`src/rtl/mips_pkg.sv`:
```
// mips_pkg: definitions shared by the MIPS instruction-fetch stage.
//   - fetch_state_t : fetch FSM states. S_FAULT is present only when
//                     FETCH_MISALIGN_TRAP_EN is defined.
//   - DEFAULT_RESET_PC : default program counter after reset.
//   - Bit-position constants for the instruction fields op, funct,
//     imm16 and target26.
//   - sext_imm16() : sign-extends a 16-bit immediate to 32 bits.
// Configuration macro: FETCH_MISALIGN_TRAP_EN.
package mips_pkg;

  typedef enum logic [1:0] {
    S_REQ   = 2'd0,
    S_VALID = 2'd1
`ifdef FETCH_MISALIGN_TRAP_EN
    , S_FAULT = 2'd2
`endif
  } fetch_state_t;

  localparam logic [31:0] DEFAULT_RESET_PC = 32'h0000_0000;

  localparam int OP_MSB     = 31;
  localparam int OP_LSB     = 26;
  localparam int FUNCT_MSB  = 5;
  localparam int FUNCT_LSB  = 0;
  localparam int IMM_MSB    = 15;
  localparam int IMM_LSB    = 0;
  localparam int TARGET_MSB = 25;
  localparam int TARGET_LSB = 0;

  function automatic logic [31:0] sext_imm16(input logic [15:0] imm);
    return {{16{imm[15]}}, imm};
  endfunction

endpackage

```
`src/rtl/next_pc_sel.sv`:
```
// next_pc_sel: purely combinational next-PC selection for the fetch stage.
// Priority order: jr, then jump, then taken branch, then sequential.
// Ports:
//   pc_plus4  in  32  address of the current instruction plus 4
//   instr     in  32  current instruction word
//   branch    in  1   the current instruction is a conditional branch
//   ne        in  1   branch on not-equal; the zero test is inverted
//   jump      in  1   j/jal
//   jr        in  1   jr/jalr
//   zero      in  1   ALU zero flag
//   jr_target in  32  register-source target for jr/jalr
//   next_pc   out 32  selected next PC, not yet alignment-adjusted
module next_pc_sel
  import mips_pkg::*;
(
  input  logic [31:0] pc_plus4,
  input  logic [31:0] instr,
  input  logic        branch,
  input  logic        ne,
  input  logic        jump,
  input  logic        jr,
  input  logic        zero,
  input  logic [31:0] jr_target,
  output logic [31:0] next_pc
);

  logic        branch_taken;
  logic [31:0] branch_target;
  logic [31:0] jump_target;
  logic        unused_op;

  // The opcode field is decoded upstream, so this block never reads it.
  assign unused_op = ^instr[OP_MSB:OP_LSB];

  // For bne, ne inverts the zero test, so one XOR covers beq and bne.
  assign branch_taken  = branch & (zero ^ ne);
  assign branch_target = pc_plus4 + (sext_imm16(instr[IMM_MSB:IMM_LSB]) << 2);
  assign jump_target   = {pc_plus4[31:28], instr[TARGET_MSB:TARGET_LSB], 2'b00};

  always_comb begin
    next_pc = pc_plus4;
    if (jr) begin
      next_pc = jr_target;
    end else if (jump) begin
      next_pc = jump_target;
    end else if (branch_taken) begin
      next_pc = branch_target;
    end
  end

endmodule

```
`src/rtl/fetch_unit.sv`:
```
// fetch_unit: instruction-fetch stage of the MIPS core. This block owns the
// program counter. It fetches one instruction at a time using an imem
// request/acknowledge handshake. It holds the instruction until the datapath
// retires it, and then loads the next PC.
// Parameter: RESET_PC, the word-aligned PC loaded on reset.
// Ports:
//   clk, reset            clock; synchronous active-high reset
//   imem_req/imem_addr    fetch request and address (address is always pc)
//   imem_ack/imem_rdata   memory response and instruction word
//   instr_valid/instr     registered instruction for the current pc
//   pc/pc_plus4           current PC and PC+4, both registered
//   retire                the datapath has finished the current instruction
//   branch/ne/jump/jr     decoder redirect controls
//   zero                  ALU zero flag
//   jr_target             register target for jr/jalr
//   fetch_fault           misaligned-target trap
// Configuration macro: FETCH_MISALIGN_TRAP_EN. When it is defined, a
// misaligned next PC traps into S_FAULT. When it is undefined, bits [1:0]
// of the next PC are forced to zero.
module fetch_unit
  import mips_pkg::*;
#(
  parameter logic [31:0] RESET_PC = DEFAULT_RESET_PC
)(
  input  logic        clk,
  input  logic        reset,
  output logic        imem_req,
  output logic [31:0] imem_addr,
  input  logic        imem_ack,
  input  logic [31:0] imem_rdata,
  output logic        instr_valid,
  output logic [31:0] instr,
  output logic [31:0] pc,
  output logic [31:0] pc_plus4,
  input  logic        retire,
  input  logic        branch,
  input  logic        ne,
  input  logic        jump,
  input  logic        jr,
  input  logic        zero,
  input  logic [31:0] jr_target,
  output logic        fetch_fault
);

  fetch_state_t state, state_next;
  logic         load_instr;
  logic         load_pc;
  logic         fault_flag;
  logic [31:0]  next_pc_raw;
  logic [31:0]  next_pc;

  next_pc_sel u_next_pc_sel (
    .pc_plus4  (pc_plus4),
    .instr     (instr),
    .branch    (branch),
    .ne        (ne),
    .jump      (jump),
    .jr        (jr),
    .zero      (zero),
    .jr_target (jr_target),
    .next_pc   (next_pc_raw)
  );

`ifdef FETCH_MISALIGN_TRAP_EN
  // A misaligned target is kept in pc so that the trap handler can see it.
  assign next_pc = next_pc_raw;
`else
  assign next_pc = {next_pc_raw[31:2], 2'b00};
`endif

  assign imem_addr   = pc;
  assign fetch_fault = fault_flag;

  // The state register. Reset abandons any outstanding request.
  always_ff @(posedge clk) begin
    if (reset) begin
      state <= S_REQ;
    end else begin
      state <= state_next;
    end
  end

  // Next-state logic and Moore outputs. An ack outside S_REQ is ignored,
  // and so is a retire outside S_VALID.
  always_comb begin
    state_next  = state;
    load_instr  = 1'b0;
    load_pc     = 1'b0;
    imem_req    = 1'b0;
    instr_valid = 1'b0;
    fault_flag  = 1'b0;
    case (state)
      S_REQ: begin
        imem_req = 1'b1;
        if (imem_ack) begin
          load_instr = 1'b1;
          state_next = S_VALID;
        end
      end
      S_VALID: begin
        instr_valid = 1'b1;
        if (retire) begin
          load_pc    = 1'b1;
          state_next = S_REQ;
`ifdef FETCH_MISALIGN_TRAP_EN
          if (next_pc[1:0] != 2'b00) begin
            state_next = S_FAULT;
          end
`endif
        end
      end
`ifdef FETCH_MISALIGN_TRAP_EN
      S_FAULT: begin
        fault_flag = 1'b1;
      end
`endif
      default: begin
        state_next = S_REQ;
      end
    endcase
  end

  // Datapath registers. pc_plus4 is registered together with pc, so it
  // changes only when pc changes and never glitches.
  always_ff @(posedge clk) begin
    if (reset) begin
      pc       <= RESET_PC;
      pc_plus4 <= RESET_PC + 32'd4;
      instr    <= 32'd0;
    end else begin
      if (load_instr) begin
        instr <= imem_rdata;
      end
      if (load_pc) begin
        pc       <= next_pc;
        pc_plus4 <= next_pc + 32'd4;
      end
    end
  end

endmodule

```
`config.mk`:
```
export PLATFORM = sky130hd
export DESIGN_NAME = fetch_unit
export DESIGN_NICKNAME = d
export VERILOG_FILES = /design/src/rtl/mips_pkg.sv /design/src/rtl/next_pc_sel.sv /design/src/rtl/fetch_unit.sv
export SDC_FILE = /design/constraint.sdc
export NUM_CORES = 1
export LEC_CHECK = 0
export BUFFER_PORTS_ARGS = -buffer_cell sky130_fd_sc_hd__buf_2
export CORE_ASPECT_RATIO = 0.5
export CORE_MARGIN = 4
export CORE_UTILIZATION = 32
export DETAILED_ROUTE_END_ITERATION = 8
export SKIP_LAST_GASP = 1
export SYNTH_ARGS = -nofsm -noshare
export SYNTH_HDL_FRONTEND = slang
export SYNTH_SLANG_ARGS = --single-unit
```
`constraint.sdc`:
```
create_clock -name clk -period 3.5 [get_ports clk]
set_input_delay 0.175 -clock clk [delete_from_list [all_inputs] [get_ports clk]]
set_output_delay 0.175 -clock clk [all_outputs]
set_load 0.03 [all_outputs]
```
==> results of run 1 <==
-- cell type report --
type                    count  area [um^2]
clock inverters             6         40.0
inverters                  16         60.1
fillers                  2152        11700
repair buffers            304         1820
flip-flops and latches     93         1880
multi-input cells         741         4640
well taps                 273          342
clock buffers              10          229
-- power by group --
part | leakage [uW] | switching, uW | total (uW) | internal (uW)
clock | 0.000132 | 452 | 933 | 481
combinational | 0.00316 | 576 | 900 | 324
sequential | 0.000765 | 52.3 | 1170 | 1120
total | 0.00406 | 1080 | 3000 | 1920
-- how the worst min path moves through the flow --
stage,to,slack [ns],start
after CTS,instr[12],0.03,imem_rdata[12]
after global routing,instr[19],0.04,imem_rdata[19]
after global placement,instr[3],0.41,imem_rdata[3]
after floorplan,instr[0],0.30,imem_rdata[0]
final,instr[3],0.04,imem_rdata[3]
after detailed placement,instr[4],0.42,imem_rdata[4]
-- cell families after synthesis --
group	share of synthesized area
buffers and inverters	0.0770
muxes	0.0119
adders and majority gates	0.0579
and+or+nand+nor	0.275
xor gates and xnor gates	0.0409
DFF	0.273
AOI/OAI and AO/OA	0.264
other	0.000549
-- placed cells by master, fill, tap and decap left out, types with 9 or more instances in the layout --
cell / Yosys / final
a211oi_1: 22 / 21
clkbuf_16: 0 / 9
nand2_1: 175 / 175
inv_1: 14 / 13
ha_1: 30 / 28
dfxtp_2: 0 / 13
nor3_1: 28 / 25
nor4_1: 13 / 12
buf_4: 37 / 108
nand3_1: 19 / 18
xor2_1: 14 / 14
dfxtp_1: 93 / 79
xnor2_1: 16 / 15
o21ai_0: 48 / 47
a21oi_1: 99 / 96
nor2_1: 74 / 74
a22oi_1: 10 / 10
o21a_1: 13 / 13
buf_2: 6 / 193
-- state kept, by name, indices dropped and copies added, names as in the netlist --
| signal | flops |
|---|---|
| state | 1 |
| imem_addr | 30 |
| pc_plus4 | 30 |
| instr | 32 |
-- per-layer routing --
metal	GRT usage	vias up	share of wire
met5	0	-	0
met4	0.0738	0	0.026
met3	0.0359	43	0.044
met2	0.356	176	0.48
met1	0.266	3536	0.45
li1	-	3763	-
-- stage by stage --
| stage | instance area (um^2) | setup TNS, ns | power [uW] |
|---|---|---|---|
| after global routing | 9010 | -0.220 | 3160 |
| after global placement | 8510 | 0 | 2070 |
| after detailed placement | 8510 | -0.0517 | 2080 |
| after floorplan | 6880 | 0 | 1760 |
| final | 9010 | 0 | 3000 |
| after CTS | 8820 | 0 | 3030 |
-- worst max-delay path, stage by stage, from the launching register on --
cell,delay (ns)
dfxtp_4,0.37
ha_1,0.29
buf_4,0.16
a221oi_4,0.43
a211oi_4,0.14
o21ai_1,0.14
nor4b_4,0.26
o2111ai_2,0.20
buf_4,0.18
nor3_4,0.14
and4_4,0.26
nand3b_1,0.17
or4_1,0.55
nand3_1,0.09
-- timing repair --
action / CTS / global route
setup endpoints to repair: 2 / 5
setup buffers: 2 / 7
resized for setup: 4 / 30
pin swaps: 1 / 28
==> impl_metrics.tcl, run 1 <==
set metrics [dict create \
    cp-start-kind "flop" \
    cts_max_path_buffers 2 \
    cp-startpoint "pc_plus4[6]" \
    yosysMostFrequentCell "nand2_1" \
    synth.distinct_cells 82 \
    synth.yosys.warnings 0 \
    die_area_mm2 0.0239 \
    die_h_um 111 \
    ff2ff_path_depth 13 \
    endpoint "pc_plus4[28]" \
    power.leakage_uw 0.00406 \
    worstReg2RegStart "pc_plus4[6]" \
    fin_worst_skew_ns 0.00854 \
    synth_seq_area_share 0.273 \
    cts_hold_buf 0 \
    endpoint_kind "flop" \
    path_class "flop to flop" \
    yosys-top-cells-area "dfxtp_1 (27%), nand2_1 (9.6%), a21oi_1 (7.3%)" \
    drive_above_1_share 0.338 \
    crit_path_max_fanout 5 \
    grt_remaining_overflow 0 \
    async_reset_ff_frac 0 \
    min_period_ns 3.45 \
    grt_pass1_wl_mm 40.1 \
    cts_buffers 9 \
    die_x_um 215 \
    timing.final.ws_setup_ns 0.0543 \
    post-place-ws_ns -0.0517 \
    ys_top_cells_by_count "nand2_1 (175), a21oi_1 (99), dfxtp_1 (93)" \
    hold_ws_ns 0.0414 \
    slew_headroom 0.422 \
    synth_area_per_cell_um2 7.35 \
    power.density_mw_per_mm2 333 \
    cts-root-buf "clkbuf_16" \
    clkTransAtPathRegs_ns 0.07 \
    fin_util 0.434 \
    antenna_cells 0 \
    vias_per_cell 5.21 \
    hold_violations 0 \
    status "completed" \
    drc 0 \
    first_iter_violations 506 \
    grt_max_degree 67 \
    core_mm2 0.0207 \
    ant_nets 0 \
    setup_viol 0 \
    tightest_slew_ns 0.865 \
    cts.sinks 93 \
    maxCapViolations 0 \
    htree_levels 3 \
    synth_area_leader_cell "dfxtp_1" \
    rsz0062_at_grt "yes" \
    syn_area_mm2 0.00683 \
    worstSkewPairLatency_ns 0.36 \
    port_buffers 194 \
    rows 37 \
    pin_count 204 \
    place.gp.congestion 0.931 \
    synth_flop_cell "dfxtp_1" \
    antenna_found_initial 0 \
    postSynthCellCount 929 \
    regToRegSetupSlack_ns 0.05 \
    min_path_type "primary input to flop" \
    required_ns 3.80 \
    min_period_over_period 0.984 \
    track_usage 0.208 \
    dr.pass1.iters 5 \
    hold_depth 3 \
    arrival_ns 3.75 \
    initial_utilization 0.329 \
    synth_top_area_share 0.273 \
    postRouteWirelength_mm 25.5 \
    yosys_register_bits 93 \
    dp_cells 1419 \
    fmax_mhz 290 \
    ir_drop_v 0.000224 \
    layout.cells.non_filler 1443 \
    dpl.hpwl_mm 20.3 \
    area_growth_pct 31.9 \
    reg2reg_to "pc_plus4[28]" \
    vias 7518 \
    drv_slew 0 \
    synth_edf_count 0 \
    grt_pass1_vias 7452 \
    post_drt_wl_per_cell_um 17.7 \
    nNetsFinal 1269 \
    cts_tree "built" \
]
Note: power is estimated with default switching activity, not from simulation.
==> run 2, diff against run 1 <==
- PLACE_DENSITY: unset -> 0.57
==> run 2 against run 1 <==
Worst setup slack got worse by 0.013 ns. Power increased by 0.72%. Register-to-register slack about the same. Highest routed layer unchanged. Cell count increased by 0.35%.
==> impl_metrics.tcl, run 2 (synthesized netlist as in run 1, its figures left out) <==
set metrics [dict create \
    hold_violations 0 \
    power.density_mw_per_mm2 335 \
    grt_max_degree 65 \
    crit_family "simple AND/OR/NAND/NOR gates" \
    min_period_ns 3.46 \
    first_iter_violations 508 \
    drv_slew 0 \
    path_class "flop to flop" \
    slowest_delay_ns 0.43 \
    nFillCells 2191 \
    dr.max_layer_used "met4" \
    tightest_slew_ns 0.904 \
    ir_drop_v 0.000205 \
    endpoint_kind "flop" \
    ant_nets 0 \
    wl_met2_mm 12.7 \
    stdcell_area_mm2 0.00904 \
    port_buffers 194 \
    core_mm2 0.0207 \
    fin_worst_skew_ns 0.00489 \
    postRouteWirelength_mm 26.8 \
    slew_headroom 0.396 \
    post-place-ws_ns -0.0728 \
    dr.pass1.iters 6 \
    htree_levels 3 \
    largest_register_ffs 32 \
    crit_path_max_fanout 5 \
    met1_length_mm 12.3 \
    maxCapViolations 0 \
    worstSkewPairLatency_ns 0.35 \
    min_path_type "primary input to flop" \
    grt_remaining_overflow 0 \
    cp-start-kind "flop" \
    cts.sinks 93 \
    area_growth_pct 32.4 \
    cts_tree "built" \
    cts_buffers 9 \
    finalPower_uw 3020 \
    timing.final.ws_setup_ns 0.0415 \
    die_x_um 215 \
    drive_above_1_share 0.335 \
    fmax_mhz 289 \
    dpl.hpwl_mm 21.4 \
    antenna_found_initial 0 \
    die_area_mm2 0.0239 \
    nNetsFinal 1275 \
    antenna_cells 0 \
    vias_per_cell 5.26 \
    die_h_um 111 \
    rows 37 \
    place_area_mm2 0.00858 \
    pin_count 204 \
    clkTransAtPathRegs_ns 0.07 \
    grt_pass1_wl_mm 41.9 \
    drc 0 \
    setup_viol 0 \
    crit_chain "ha_4, inv_1, fa_2, nor2b_4, o31ai_4, a21oi_2, o21ai_1, buf_4, xor2_1, o221a_2, and4bb_2, and3_4, nand4b_4, or4_4, a311oi_2" \
    status "completed" \
    rsz0062_at_grt "yes" \
    initial_utilization 0.329 \
    place.gp.congestion 0.913 \
    critPathBufInv 2 \
    cts_max_path_buffers 2 \
    layout_common_cells "buf_2 (193), nand2_1 (175), buf_4 (116)" \
    cts-root-buf "clkbuf_16" \
    grt_pass1_vias 7554 \
    wl_met3_mm 1.37 \
    required_ns 3.77 \
    post_drt_wl_per_cell_um 18.5 \
    vias 7622 \
    final_common_cell "buf_2" \
    slowest_stage "or4_4" \
    arrival_ns 3.73 \
    cts_hold_buf 0 \
    power.leakage_uw 0.00407 \
    track_usage 0.219 \
    largest_register "instr" \
    min_period_over_period 0.988 \
]
==> run 2: where the power goes <==
group | switching [uW] | total [uW] | internal (uW)
logic | 591 | 920 | 329
registers | 50.6 | 1170 | 1120
clock network | 437 | 936 | 498
==> run 2: cell type report <==
cell class | instances | area (um^2) | share of cell area
Multi-Input combinational cell | 741 | 4630 | 0.512
Clock inverter | 3 | 22.5 | 0.00249
Clock buffer | 12 | 246 | 0.0273
Timing Repair Buffer | 310 | 1860 | 0.205
Tap cell | 273 | 342 | 0.0378
Inverter | 16 | 60.1 | 0.00664
Sequential cell | 93 | 1880 | 0.208
==> run 2: path summary, 6_finish.rpt <==
path             startpoint           end  slack, ns  depth (start not counted)
min          imem_rdata[14]     instr[14]       0.05                          3
max             pc_plus4[2]  pc_plus4[31]       0.04                         15
max reg2reg     pc_plus4[2]  pc_plus4[31]       0.04                         15
min reg2reg       instr[29]     instr[29]       0.45                          2
==> run 2: repair_timing <==
| action | in CTS | in global routing |
|---|---|---|
| pin swaps | 9 | 10 |
| setup buffers | 2 | 3 |
| setup endpoints to repair | 2 | 6 |
| gates resized for setup | 8 | 22 |
==> run 2: per-stage QoR <==
| step | util | cells | hold WS (ns) | setup TNS (ns) |
|---|---|---|---|---|
| finish | 0.436 | 1448 | 0.0516 | 0 |
| global route | 0.436 | 1448 | 0.0492 | -0.360 |
| CTS | 0.430 | 1445 | 0.0385 | -0.00790 |
| detailed placement | 0.414 | 1428 | 0.416 | -0.0956 |
| global placement | 0.414 | 1428 | 0.414 | -0.0347 |
| floorplan | - | 935 | 0.303 | 0 |
==> run 2: metal layers <==
layer / track usage / vias up
met5: 0 / -
met4: 0.0527 / 0
met3: 0.0413 / 31
met2: 0.377 / 223
met1: 0.286 / 3592
li1: - / 3776
==> run 2: worst register-to-register path: cells and delay by family (launching register included) <==
family	cells	cell delay, ns
simple gates	5	1.27
flops	1	0.36
fa+ha+maj	2	0.50
buf+inv	2	0.20
xor+xnor	1	0.14
compound gates	5	0.92
